--- src/rtl/result_collector.sv ---
// Return-path collector for the 4-core array: buffers per-core results and
// retires them to one valid/ready output in dispatch order.
module result_collector #(
    parameter int ORD_DEPTH = 16,
    parameter int RES_DEPTH = 4
) (
    input  logic                           clk,
    input  logic                           rst,
    input  logic                           disp_valid,
    input  logic [1:0]                     disp_core,
    input  logic [3:0]                     res_valid,
    input  logic [31:0]                    res_data,
    output logic                           out_valid,
    input  logic                           out_ready,
    output logic [7:0]                     out_data,
    output logic [1:0]                     out_core,
    output logic [$clog2(ORD_DEPTH+1)-1:0] pending,
    output logic                           ord_ovf,
    output logic [3:0]                     res_ovf
);

    localparam int NUM_CORES = 4;
    localparam int OAW = $clog2(ORD_DEPTH);
    localparam int OCW = $clog2(ORD_DEPTH + 1);
    localparam int RAW = $clog2(RES_DEPTH);
    localparam int RCW = $clog2(RES_DEPTH + 1);
    localparam logic [OCW-1:0] ORD_FULL = OCW'(ORD_DEPTH);
    localparam logic [RCW-1:0] RES_FULL = RCW'(RES_DEPTH);

    // ------------------------------------------------------------------
    // Order queue: core IDs in dispatch order; pending is its count.
    // ------------------------------------------------------------------
    logic [1:0]     ord_mem [ORD_DEPTH];
    logic [OAW-1:0] ord_wr_ptr;
    logic [OAW-1:0] ord_rd_ptr;
    logic           ord_full;
    logic           ord_empty;
    logic           ord_push;
    logic           ord_pop;
    logic [1:0]     head_core;

    logic [NUM_CORES-1:0] res_nonempty;
    logic [7:0]           res_head [NUM_CORES];
    logic                 slot_free;
    logic                 fire;

    assign ord_full  = (pending == ORD_FULL);
    assign ord_empty = (pending == '0);
    assign ord_push  = disp_valid && !ord_full;
    assign head_core = ord_mem[ord_rd_ptr];

    // Retire decision uses only registered state; a result pushed this
    // edge becomes eligible on the next one.
    assign slot_free = !out_valid || out_ready;
    assign fire      = slot_free && !ord_empty && res_nonempty[head_core];
    assign ord_pop   = fire;

    // NOTE: storage arrays carry no reset; validity is tracked entirely by
    // the pointers and counts, so clearing those discards all contents.
    always_ff @(posedge clk) begin
        if (ord_push) begin
            ord_mem[ord_wr_ptr] <= disp_core;
        end
    end

    // NOTE: every sequential block uses non-blocking assignments so that all
    // registers sample pre-edge values, independent of block ordering.
    always_ff @(posedge clk or posedge rst) begin
        if (rst) begin
            ord_wr_ptr <= '0;
            ord_rd_ptr <= '0;
            pending    <= '0;
            ord_ovf    <= 1'b0;
        end else begin
            if (ord_push) begin
                ord_wr_ptr <= ord_wr_ptr + OAW'(1);
            end
            if (ord_pop) begin
                ord_rd_ptr <= ord_rd_ptr + OAW'(1);
            end
            case ({ord_push, ord_pop})
                2'b10:   pending <= pending + OCW'(1);
                2'b01:   pending <= pending - OCW'(1);
                default: pending <= pending;
            endcase
            if (disp_valid && ord_full) begin
                ord_ovf <= 1'b1;
            end
        end
    end

    // ------------------------------------------------------------------
    // Per-core result FIFOs; all four may push in the same cycle.
    // ------------------------------------------------------------------
    for (genvar g = 0; g < NUM_CORES; g++) begin : g_res
        logic [7:0]     mem [RES_DEPTH];
        logic [RAW-1:0] wr_ptr;
        logic [RAW-1:0] rd_ptr;
        logic [RCW-1:0] cnt;
        logic           full;
        logic           push;
        logic           pop;
        logic           ovf;

        assign full = (cnt == RES_FULL);
        assign push = res_valid[g] && !full;
        assign pop  = fire && (head_core == 2'(g));

        assign res_nonempty[g] = (cnt != '0);
        assign res_head[g]     = mem[rd_ptr];
        assign res_ovf[g]      = ovf;

        always_ff @(posedge clk) begin
            if (push) begin
                mem[wr_ptr] <= res_data[8*g +: 8];
            end
        end

        always_ff @(posedge clk or posedge rst) begin
            if (rst) begin
                wr_ptr <= '0;
                rd_ptr <= '0;
                cnt    <= '0;
                ovf    <= 1'b0;
            end else begin
                if (push) begin
                    wr_ptr <= wr_ptr + RAW'(1);
                end
                if (pop) begin
                    rd_ptr <= rd_ptr + RAW'(1);
                end
                case ({push, pop})
                    2'b10:   cnt <= cnt + RCW'(1);
                    2'b01:   cnt <= cnt - RCW'(1);
                    default: cnt <= cnt;
                endcase
                // Full is judged pre-edge, so a same-cycle pop does not
                // rescue a push into a full FIFO.
                if (res_valid[g] && full) begin
                    ovf <= 1'b1;
                end
            end
        end
    end

    // ------------------------------------------------------------------
    // Output register: loads on fire, drains when the slot is free.
    // ------------------------------------------------------------------
    always_ff @(posedge clk or posedge rst) begin
        if (rst) begin
            out_valid <= 1'b0;
            out_data  <= '0;
            out_core  <= '0;
        end else if (fire) begin
            out_valid <= 1'b1;
            out_data  <= res_head[head_core];
            out_core  <= head_core;
        end else if (slot_free) begin
            out_valid <= 1'b0;
        end
    end

endmodule

--- config.mk ---
export PLATFORM = sky130hd
export DESIGN_NAME = result_collector
export DESIGN_NICKNAME = d
export VERILOG_FILES = /design/src/rtl/result_collector.sv
export SDC_FILE = /design/constraint.sdc
export NUM_CORES = 1
export LEC_CHECK = 0
export ABC_AREA = 0
export ABC_CLOCK_PERIOD_IN_PS = 9100
export BUFFER_PORTS_ARGS = -buffer_cell sky130_fd_sc_hd__buf_2
export CORE_MARGIN = 5
export CORE_UTILIZATION = 60
export CTS_CLUSTER_SIZE = 30
export DETAILED_ROUTE_END_ITERATION = 6
export PLACE_DENSITY = 0.79
export SKIP_LAST_GASP = 1
export SYNTH_ARGS = -nofsm -noshare
export SYNTH_HDL_FRONTEND = slang
export SYNTH_SLANG_ARGS = --single-unit
--- constraint.sdc ---
create_clock -name clk -period 9.1 [get_ports clk]
set_input_delay 0.455 -clock clk [delete_from_list [all_inputs] [get_ports clk]]
set_output_delay 0.455 -clock clk [all_outputs]
set_load 0.01 [all_outputs]
==> results of run 1 <==
-- metrics by stage --
step                 util  cells
floorplan               -    549
global placement    0.639    777
detailed placement  0.639    777
CTS                 0.684    816
global route        0.684    816
finish              0.684    816
-- registers in the layout, summed over array words and instances, names as in the netlist --
register and cells:
g_res.cnt 12, g_res.mem 128, g_res.ovf 4, g_res.rd_ptr 8
g_res.wr_ptr 8, ord_mem 32, ord_ovf 1, ord_rd_ptr 4
ord_wr_ptr 4, out_core 2, out_data 8, out_valid 1
pending 5
-- final cells by class --
cell class	count	area (um2)
inverters	32	120
fillers	999	4810
well taps	188	235
multi-input cells	277	2810
flip-flops and latches	217	6230
clock buffers	32	619
clock inverters	7	60.1
repair buffers	63	318
-- worst min-delay path: stages --
cell	delay, ps
buf_2	100
inv_2	30
buf_4	580
-- kinds of logic (layout without fill, tap and decap cells) --
logic type,Yosys count,in the layout,synth area share
flops,217,217,0.669
fa+ha+maj,34,34,0.0497
buf+inv,55,134,0.0291
compound gates,49,49,0.0341
xor+xnor,35,35,0.0329
simple gates,94,94,0.0528
mux,65,65,0.132
-- metal layers --
layer	global-route usage	part of all wire
met4	0.0452	0.016
met1	0.248	0.40
met2	0.338	0.53
met5	0	0
met3	0.0287	0.050
-- layout by cell type (no fill, tap or decap), types with 8 or more instances in the layout --
cell type	count
nor2_1	24
mux2i_1	13
mux2_4	8
a21oi_1	12
buf_2	62
nor3_1	10
dfrtp_1	57
mux4_2	40
a211oi_1	9
nand2_1	22
xnor2_1	17
and2_1	17
edfxtp_1	160
inv_1	31
clkbuf_16	23
clkbuf_1	8
xor2_1	18
o21ai_0	11
ha_1	29
-- where the power goes --
part	total, mW	switching, mW	internal, mW
registers	1.59	0.247	1.34
clock network	0.839	0.339	0.500
logic	1.30	0.662	0.640
total	3.73	1.25	2.48
-- worst paths after layout --
kind	start	to	slack [ps]	depth (start not counted)
setup / recovery	ord_rd_ptr[1]$_DFFE_PP0P_	pending[4]$_DFFE_PP0P_	4480	14
hold / removal	rst	g_res[2].wr_ptr[0]$_DFFE_PP0P_	180	3
setup reg to reg	ord_rd_ptr[1]$_DFFE_PP0P_	pending[4]$_DFFE_PP0P_	4480	14
hold reg to reg	g_res[1].ovf$_DFFE_PP0P_	g_res[1].ovf$_DFFE_PP0P_	470	1
max in group asynchronous	rst	g_res[0].cnt[1]$_DFFE_PP0P_	8400	3
min in group clk	res_data[29]	g_res[3].mem[0][5]$_DFFE_PP_	180	1
==> flow_metrics.env, run 1 <==
export IMPL_synth_top_cell_area_share=0.516
export IMPL_hold_violations=0
export IMPL_cts_resized=0
export IMPL_cts_sinks=217
export IMPL_slew_headroom=0.454
export IMPL_max_freq_mhz=216
export IMPL_antenna_found_initial=0
export IMPL_syn_avg_cell_area_um2=17.0
export IMPL_nets=689
export IMPL_drt_total_wl_um=16400
export IMPL_cellPowerDensity_mw_per_mm2=359
export IMPL_crit_chain="mux4_2 > mux4_2 > mux2i_1 > mux2i_4 > nor2_4 > ha_1 > inv_1 > fa_1 > inv_1 > a21o_1 > a21oi_1 > xnor2_1 > nor2_1 > xor2_1"
export IMPL_via_per_inst=5.74
export IMPL_io_pins=63
export IMPL_vias=4686
export IMPL_clock_path_buffers=3
export IMPL_cts_root_buf="clkbuf_16"
export IMPL_pre_cts_ws_ps=4460
export IMPL_p_leak_nw=3.93
export IMPL_grt_max_degree=58
export IMPL_htreeDepth=1
export IMPL_ys_types=44
export IMPL_place_area_mm2=0.00972
export IMPL_drt_iter0_drc=305
export IMPL_grt_remaining_overflow=0
export IMPL_grt_pass1_wl_um=26500
export IMPL_power_mw=3.73
export IMPL_area_growth_pct=11.6
export IMPL_antenna_cells=0
export IMPL_cp_slowest_cell="mux4_2"
export IMPL_start_kind="flop"
export IMPL_critPathRequiredTime_ps=9460
export IMPL_post_drt_wl_per_cell_um=20.1
export IMPL_final_cell_area_mm2=0.0104
export IMPL_setup_tns_final_ps=0
export IMPL_syn_area_mm2=0.00932
export IMPL_grt_usage=0.189
export IMPL_clk_transition_reported_paths_ps=60
export IMPL_drv_cap=0
export IMPL_worst_path_largest_cell_delay_ps=820
export IMPL_max_slew_worst_pin_slew_ps=812
export IMPL_worstPathArrival_ps=4980
export IMPL_path_class="reg2reg"
export IMPL_fp_dieW_um=135
export IMPL_synth_most_common_cell="edfxtp_1"
export IMPL_synth_largest_area_cell="edfxtp_1"
export IMPL_synth_edf_count=160
export IMPL_drive_gt1_frac=0.242
export IMPL_fin_ws_ps=4480
export IMPL_fin_crit_ps=4620
export IMPL_ys_warn_count=0
export IMPL_drc=0
export IMPL_gp_congestion=0.813
export IMPL_peakVddDrop_mv=0.228
export IMPL_synth_seq_cells=217
export IMPL_die_y_um=135
export IMPL_first_pass_iters=4
export IMPL_clk_latency_ps=490
export IMPL_hp_class="in2async"
export IMPL_synthArstFlopShare=0.263
export IMPL_io_buffer_count=62
export IMPL_setup_viol=0
export IMPL_ant_nets=0
export IMPL_post_cts_buffers=0
export IMPL_holdWs_ps=179
export IMPL_numCtsBuffers=22
export IMPL_fp_row_count=45
export IMPL_synthesis_nets=625
export IMPL_start_util=0.613
export IMPL_rsz0062_at_grt="no"
export IMPL_status="complete, no violations"
export IMPL_synth_flop_cell="edfxtp_1"
export IMPL_grt_pass1_vias=4852
export IMPL_synth_area_leaders="edfxtp_1 (52%), dfrtp_1 (15%), mux4_2 (9.7%)"
export IMPL_finalCritPeriodShare=0.508
export IMPL_slew_viol_final=0
export IMPL_cts_tree="built"
export IMPL_yosysSeqAreaShare=0.669
export IMPL_die_area_mm2=0.0181
export IMPL_synth_cells_most_frequent="edfxtp_1 (160), dfrtp_1 (57), mux4_2 (40)"
export IMPL_critPathBufInv=2
export IMPL_synthCells=549
export IMPL_hold_buffers=0
export IMPL_finClkSkew_ps=9.89
export IMPL_coreArea_mm2=0.0152
export IMPL_dp_hpwl_um=11600
export IMPL_crit_fanout=29
export IMPL_worst_setup_path_end_kind="flop"
export IMPL_crit_family="multiplexers"
Power figures use the tool's default switching activity.
==> run 2: changes to the inputs <==
--- a/config.mk
+++ b/config.mk
@@ -6,7 +6,7 @@
 export NUM_CORES = 1
 export LEC_CHECK = 0
 export ABC_AREA = 0
-export ABC_CLOCK_PERIOD_IN_PS = 9100
+export ABC_CLOCK_PERIOD_IN_PS = 4550
 export BUFFER_PORTS_ARGS = -buffer_cell sky130_fd_sc_hd__buf_2
 export CORE_MARGIN = 5
 export CORE_UTILIZATION = 60
==> constraint.sdc (replaced) <==
create_clock -name clk -period 4.55 [get_ports clk]
set_input_delay 0.2275 -clock clk [delete_from_list [all_inputs] [get_ports clk]]
set_output_delay 0.2275 -clock clk [all_outputs]
set_load 0.01 [all_outputs]
==> run 2 against run 1 <==
Against the previous run: count of clock-buffer cells in the layout decreased by 4; critical endpoint unchanged; sequential power increased by 100%; sequential share of layout area decreased by 2.5 points.
==> flow_metrics.env, run 2 (synthesis gave the netlist of run 1 again) <==
export IMPL_fp_dieW_um=135
export IMPL_combPwrFrac=0.351
export IMPL_worst_setup_path_end_kind="flop"
export IMPL_fp_row_count=45
export IMPL_grt_usage=0.198
export IMPL_gp_congestion=0.770
export IMPL_swShare=0.334
export IMPL_cts_resized=0
export IMPL_post_drt_wl_per_cell_um=20.1
export IMPL_post_cts_buffers=0
export IMPL_vias=4888
export IMPL_cts_tree="built"
export IMPL_final_cell_mix="edfxtp_1 (160), buf_2 (62), dfrtp_1 (57)"
export IMPL_hold_violations=0
export IMPL_hp_class="in2reg"
export IMPL_critPathRequiredTime_ps=4920
export IMPL_p_switching_mw=2.57
export IMPL_setup_viol=0
export IMPL_drt_iter0_drc=355
export IMPL_max_slew_worst_pin_slew_ps=768
export IMPL_htreeDepth=1
export IMPL_drc=0
export IMPL_grt_pass1_wl_um=28000
export IMPL_dp_hpwl_um=11800
export IMPL_fin_crit_ps=3900
export IMPL_start_util=0.613
export IMPL_finalCritPeriodShare=0.857
export IMPL_regArea_mm2=0.00623
export IMPL_max_freq_mhz=256
export IMPL_io_pins=63
export IMPL_final_common_cell="edfxtp_1"
export IMPL_start_kind="flop"
export IMPL_die_area_mm2=0.0181
export IMPL_worstPathArrival_ps=4270
export IMPL_grt_pass1_vias=5296
export IMPL_rsz0062_at_grt="no"
export IMPL_clk_transition_reported_paths_ps=60
export IMPL_power_clock_fraction=0.234
export IMPL_slew_viol_final=0
export IMPL_first_pass_iters=5
export IMPL_top_regs="g_res.mem x128, ord_mem x32, g_res.cnt x12"
export IMPL_path_class="reg2reg"
export IMPL_die_y_um=135
export IMPL_regMostFlops="g_res.mem"
export IMPL_drt_total_wl_um=17300
export IMPL_crit_fanout=11
export IMPL_p_int_mw=5.11
export IMPL_nets=731
export IMPL_finClkSkew_ps=20.6
export IMPL_multi_input_area_mm2=0.00281
export IMPL_slew_headroom=0.488
export IMPL_power_mw=7.68
export IMPL_via_per_inst=5.69
export IMPL_drive_gt1_frac=0.241
export IMPL_cts_sinks=217
export IMPL_antenna_cells=0
export IMPL_numCtsBuffers=22
export IMPL_status="complete, no violations"
export IMPL_coreArea_mm2=0.0152
export IMPL_antenna_found_initial=0
export IMPL_cts_root_buf="clkbuf_16"
export IMPL_cellPowerDensity_mw_per_mm2=707
export IMPL_p_seq_frac=0.415
export IMPL_grt_max_degree=58
export IMPL_clk_latency_ps=510
export IMPL_peakVddDrop_mv=0.459
export IMPL_largest_reg_flops=128
export IMPL_io_buffer_count=62
export IMPL_grt_remaining_overflow=0
export IMPL_ant_nets=0
export IMPL_hold_buffers=38
export IMPL_drv_cap=0
export IMPL_clock_path_buffers=3
export IMPL_p_leak_nw=4.14
export IMPL_setup_tns_final_ps=0
export IMPL_fillers=909
export IMPL_area_growth_pct=16.5
-- run 2: changes by cell type in the layout (fill, tap and decap cells not counted), sizes merged --
cell and delta:
dlygate4sd3 +38, buf +4, clkbuf -4, clkinv +4, bufinv +2, inv -1
-- run 2: path summary, 6_finish.rpt --
check / startpoint / slack [ps] / cells after the start / to
worst min-delay path: out_ready / 90 / 3 / out_valid$_DFFE_PP0P_
worst max-delay path: ord_rd_ptr[1]$_DFFE_PP0P_ / 650 / 14 / pending[4]$_DFFE_PP0P_
worst min register to register: g_res[1].ovf$_DFFE_PP0P_ / 460 / 1 / g_res[1].ovf$_DFFE_PP0P_
worst max register to register: ord_rd_ptr[1]$_DFFE_PP0P_ / 650 / 14 / pending[4]$_DFFE_PP0P_
max in group asynchronous: rst / 3550 / 4 / g_res[3].wr_ptr[1]$_DFFE_PP0P_
min in group asynchronous: rst / 490 / 4 / g_res[2].wr_ptr[0]$_DFFE_PP0P_
-- run 2: per-layer routing --
layer / routed length, um / GRT usage
met1: 6790 / 0.249
met2: 9310 / 0.359
met3: 763 / 0.0354
met4: 398 / 0.0492
met5: 0 / 0
-- run 2: layout make-up --
cell class / instances / area share
flip-flops and latches: 217 / 0.574
multi-input cells: 277 / 0.259
repair buffers: 105 / 0.0671
clock buffers: 28 / 0.0537
well taps: 188 / 0.0217
clock inverters: 12 / 0.0134
inverters: 32 / 0.0111
-- run 2: power groups by stage --
stage	Clock, mW	Combinational, mW	Sequential [mW]
6_report	1.80	2.70	3.18
5_1_grt	1.91	2.95	3.26
4_1_cts	1.82	2.73	3.19
3_5_place_dp	0	2.66	3.22
3_3_place_gp	0	2.53	3.18
2_1_floorplan	0	2.29	2.95
-- run 2: stage by stage --
stage           util  cells  instance area, um2  hold WS (ps)  setup slack [ps]
5_1_grt        0.714    859               10900           109               372
3_3_place_gp   0.641    781                9750           438               804
2_1_floorplan      -    549                9320           326               945
4_1_cts        0.714    859               10900          67.7               618
3_5_place_dp   0.641    781                9750           443               669
6_report       0.714    859               10900          87.2               650
-- run 2: critical path: stages (launching register included) --
cell and delay, ps:
dfrtp_1 690, mux4_2 570, mux4_2 560, mux2i_1 330
mux2i_4 160, nor2_4 110, ha_1 250, inv_1 100
fa_1 410, inv_1 80, a21o_1 110, a21oi_1 70
xnor2_1 130, nor2_1 60, xor2_1 140
==> run 3: changes to the inputs <==
--- a/config.mk
+++ b/config.mk
@@ -12,7 +12,8 @@
 export CORE_UTILIZATION = 60
 export CTS_CLUSTER_SIZE = 30
 export DETAILED_ROUTE_END_ITERATION = 6
-export PLACE_DENSITY = 0.79
+export GPL_TIMING_DRIVEN = 0
+export PLACE_DENSITY_LB_ADDON = 0.08
 export SKIP_LAST_GASP = 1
 export SYNTH_ARGS = -nofsm -noshare
 export SYNTH_HDL_FRONTEND = slang
==> run 3 against run 2 <==
Against the previous run: die area did not move; non-clock buffer count rose by 18; wire length fell by 3.5%; clock skew rose by 1.9 ps; global-route usage fell by 0.63 points; critical path depth rose by 3; maximum frequency fell by 0.97%; largest power group is now combinational logic; highest routed layer unchanged.
==> flow_metrics.env, run 3 (synthesis gave the netlist of run 1 again) <==
export IMPL_fp_dieW_um=135
export IMPL_busiest_layer="met2"
export IMPL_hold_buffers=37
export IMPL_post_drt_wl_per_cell_um=19.0
export IMPL_vias=4856
export IMPL_cellPowerDensity_mw_per_mm2=698
export IMPL_die_y_um=135
export IMPL_crit_fanout=10
export IMPL_peakVddDrop_mv=0.388
export IMPL_antenna_cells=0
export IMPL_largest_reg_flops=128
export IMPL_cts_root_buf="clkbuf_16"
export IMPL_rsz0062_at_grt="no"
export IMPL_reg2reg_to="pending[4]$_DFFE_PP0P_"
export IMPL_grt_usage=0.192
export IMPL_critPathRequiredTime_ps=4930
export IMPL_drive_gt1_frac=0.239
export IMPL_drv_cap=0
export IMPL_crit_chain="buf_6 > mux4_2 > mux4_2 > buf_6 > mux2i_4 > mux2i_4 > nor2_4 > buf_12 > ha_1 > inv_1 > fa_1 > inv_1 > a21o_1 > a21oi_1 > xnor2_1 > nor2_1 > xor2_1"
export IMPL_htreeDepth=1
export IMPL_ant_nets=0
export IMPL_pre_cts_ws_ps=600
export IMPL_grt_remaining_overflow=0
export IMPL_dp_hpwl_um=11400
export IMPL_met2_usage=0.332
export IMPL_p_leak_nw=4.16
export IMPL_max_freq_mhz=254
export IMPL_worstPathArrival_ps=4320
export IMPL_io_buffer_count=62
export IMPL_hold_violations=0
export IMPL_cts_tree="built"
export IMPL_finClkSkew_ps=22.4
export IMPL_area_growth_pct=17.2
export IMPL_fin_cells=877
export IMPL_cts_resized=0
export IMPL_worst_path_largest_cell_delay_ps=530
export IMPL_cts_sinks=217
export IMPL_fin_crit_ps=3940
export IMPL_fin_ws_ps=612
export IMPL_status="complete, no violations"
export IMPL_hp_start="res_valid[0]"
export IMPL_post_cts_buffers=0
export IMPL_slew_headroom=0.430
export IMPL_ff2ff_path_depth=17
export IMPL_max_slew_worst_pin_slew_ps=847
export IMPL_finalCritPeriodShare=0.865
export IMPL_drt_iter0_drc=252
export IMPL_dp_cells=800
export IMPL_clk_transition_reported_paths_ps=60
export IMPL_setup_viol=0
export IMPL_worst_setup_path_end_kind="flop"
export IMPL_crit_end="pending[4]$_DFFE_PP0P_"
export IMPL_met3_usage=0.0276
export IMPL_setup_tns_final_ps=0
export IMPL_numCtsBuffers=22
export IMPL_grt_pass1_vias=5196
export IMPL_grt_use_met1=0.264
export IMPL_die_area_mm2=0.0181
export IMPL_r2r_start="ord_rd_ptr[1]$_DFFE_PP0P_"
export IMPL_hp_class="in2reg"
export IMPL_grt_max_degree=41
export IMPL_holdWs_ps=39.1
export IMPL_io_pins=63
export IMPL_start_kind="flop"
export IMPL_final_cell_mix="edfxtp_1 (160), buf_2 (64), dfrtp_1 (57)"
export IMPL_via_per_inst=5.54
export IMPL_cp_slowest_cell="mux4_2"
export IMPL_coreArea_mm2=0.0152
export IMPL_antenna_found_initial=0
export IMPL_gp_congestion=0.787
export IMPL_clk_latency_ps=500
export IMPL_final_common_cell="edfxtp_1"
export IMPL_fillers=1004
export IMPL_grt_pass1_wl_um=27200
export IMPL_start_util=0.613
export IMPL_path_class="reg2reg"
export IMPL_r2r_slack_ps=610
export IMPL_regMostFlops="g_res.mem"
export IMPL_first_pass_iters=5
export IMPL_nets=749
export IMPL_drc=0
export IMPL_drt_total_wl_um=16700
export IMPL_slew_viol_final=0
export IMPL_fp_row_count=45
export IMPL_top_regs="g_res.mem x128, ord_mem x32, g_res.cnt x12"
export IMPL_cp_startpoint="ord_rd_ptr[1]$_DFFE_PP0P_"
export IMPL_clock_path_buffers=3
[run 3: cell types whose count changed in the layout (fill, tap and decap cells not counted), sizes merged]
| cell | previous run | this run |
|---|---|---|
| buf | 67 | 84 |
| bufinv | 3 | 0 |
| clkinvlp | 0 | 1 |
| dlygate4sd3 | 38 | 37 |
| clkinv | 9 | 8 |
| clkbuf | 28 | 33 |
[run 3: worst min path at each step]
stage / end / slack, ps / cells past startpoint
after global routing: g_res[0].ovf$_DFFE_PP0P_ / 30 / 2
after floorplan: g_res[0].mem[0][0]$_DFFE_PP_ / 330 / 0
after CTS: g_res[0].ovf$_DFFE_PP0P_ / 20 / 2
after detailed placement: g_res[1].cnt[0]$_DFFE_PP0P_ / 260 / 2
after global placement: g_res[0].mem[3][2]$_DFFE_PP_ / 440 / 1
final: g_res[0].ovf$_DFFE_PP0P_ / 40 / 2
[run 3: power by group]
group	internal (mW)	switching [mW]	total [mW]
logic	1.43	1.59	3.03
clock network	0.942	0.698	1.64
registers	2.69	0.265	2.96
[run 3: worst max-delay path, delay by kind of cell, from the launching register on]
| kind | cells | cell delay [ps] |
|---|---|---|
| flops | 1 | 370 |
| simple gates | 2 | 130 |
| fa+ha+maj | 2 | 470 |
| compound gates | 2 | 310 |
| buf+inv | 5 | 720 |
| mux | 4 | 1540 |
| xor+xnor | 2 | 280 |
[run 3: final cells by class]
class                   count  area (um2)  area share
plain buffers              23         151      0.0139
clock buffers              31         614      0.0563
clock inverters             9        52.6     0.00481
inverters                  32         120      0.0110
multi-input cells         277        2810       0.258
flip-flops and latches    217        6230       0.571
well taps                 188         235      0.0215
repair buffers            100         701      0.0642
[run 3: stage by stage]
step	cell area [um2]	utilization	total power [mW]
floorplan	9320	-	5.23
global placement	9860	0.649	5.89
detailed placement	9880	0.650	6.03
CTS	10900	0.718	7.72
global route	10900	0.718	8.13
finish	10900	0.718	7.62
[run 3: layer usage]
layer  routed length, um  vias to the layer above
li1                    -                     2288
met1                7220                     2449
met2                8610                       94
met3                 584                       25
met4                 251                        0
met5                   0                        -
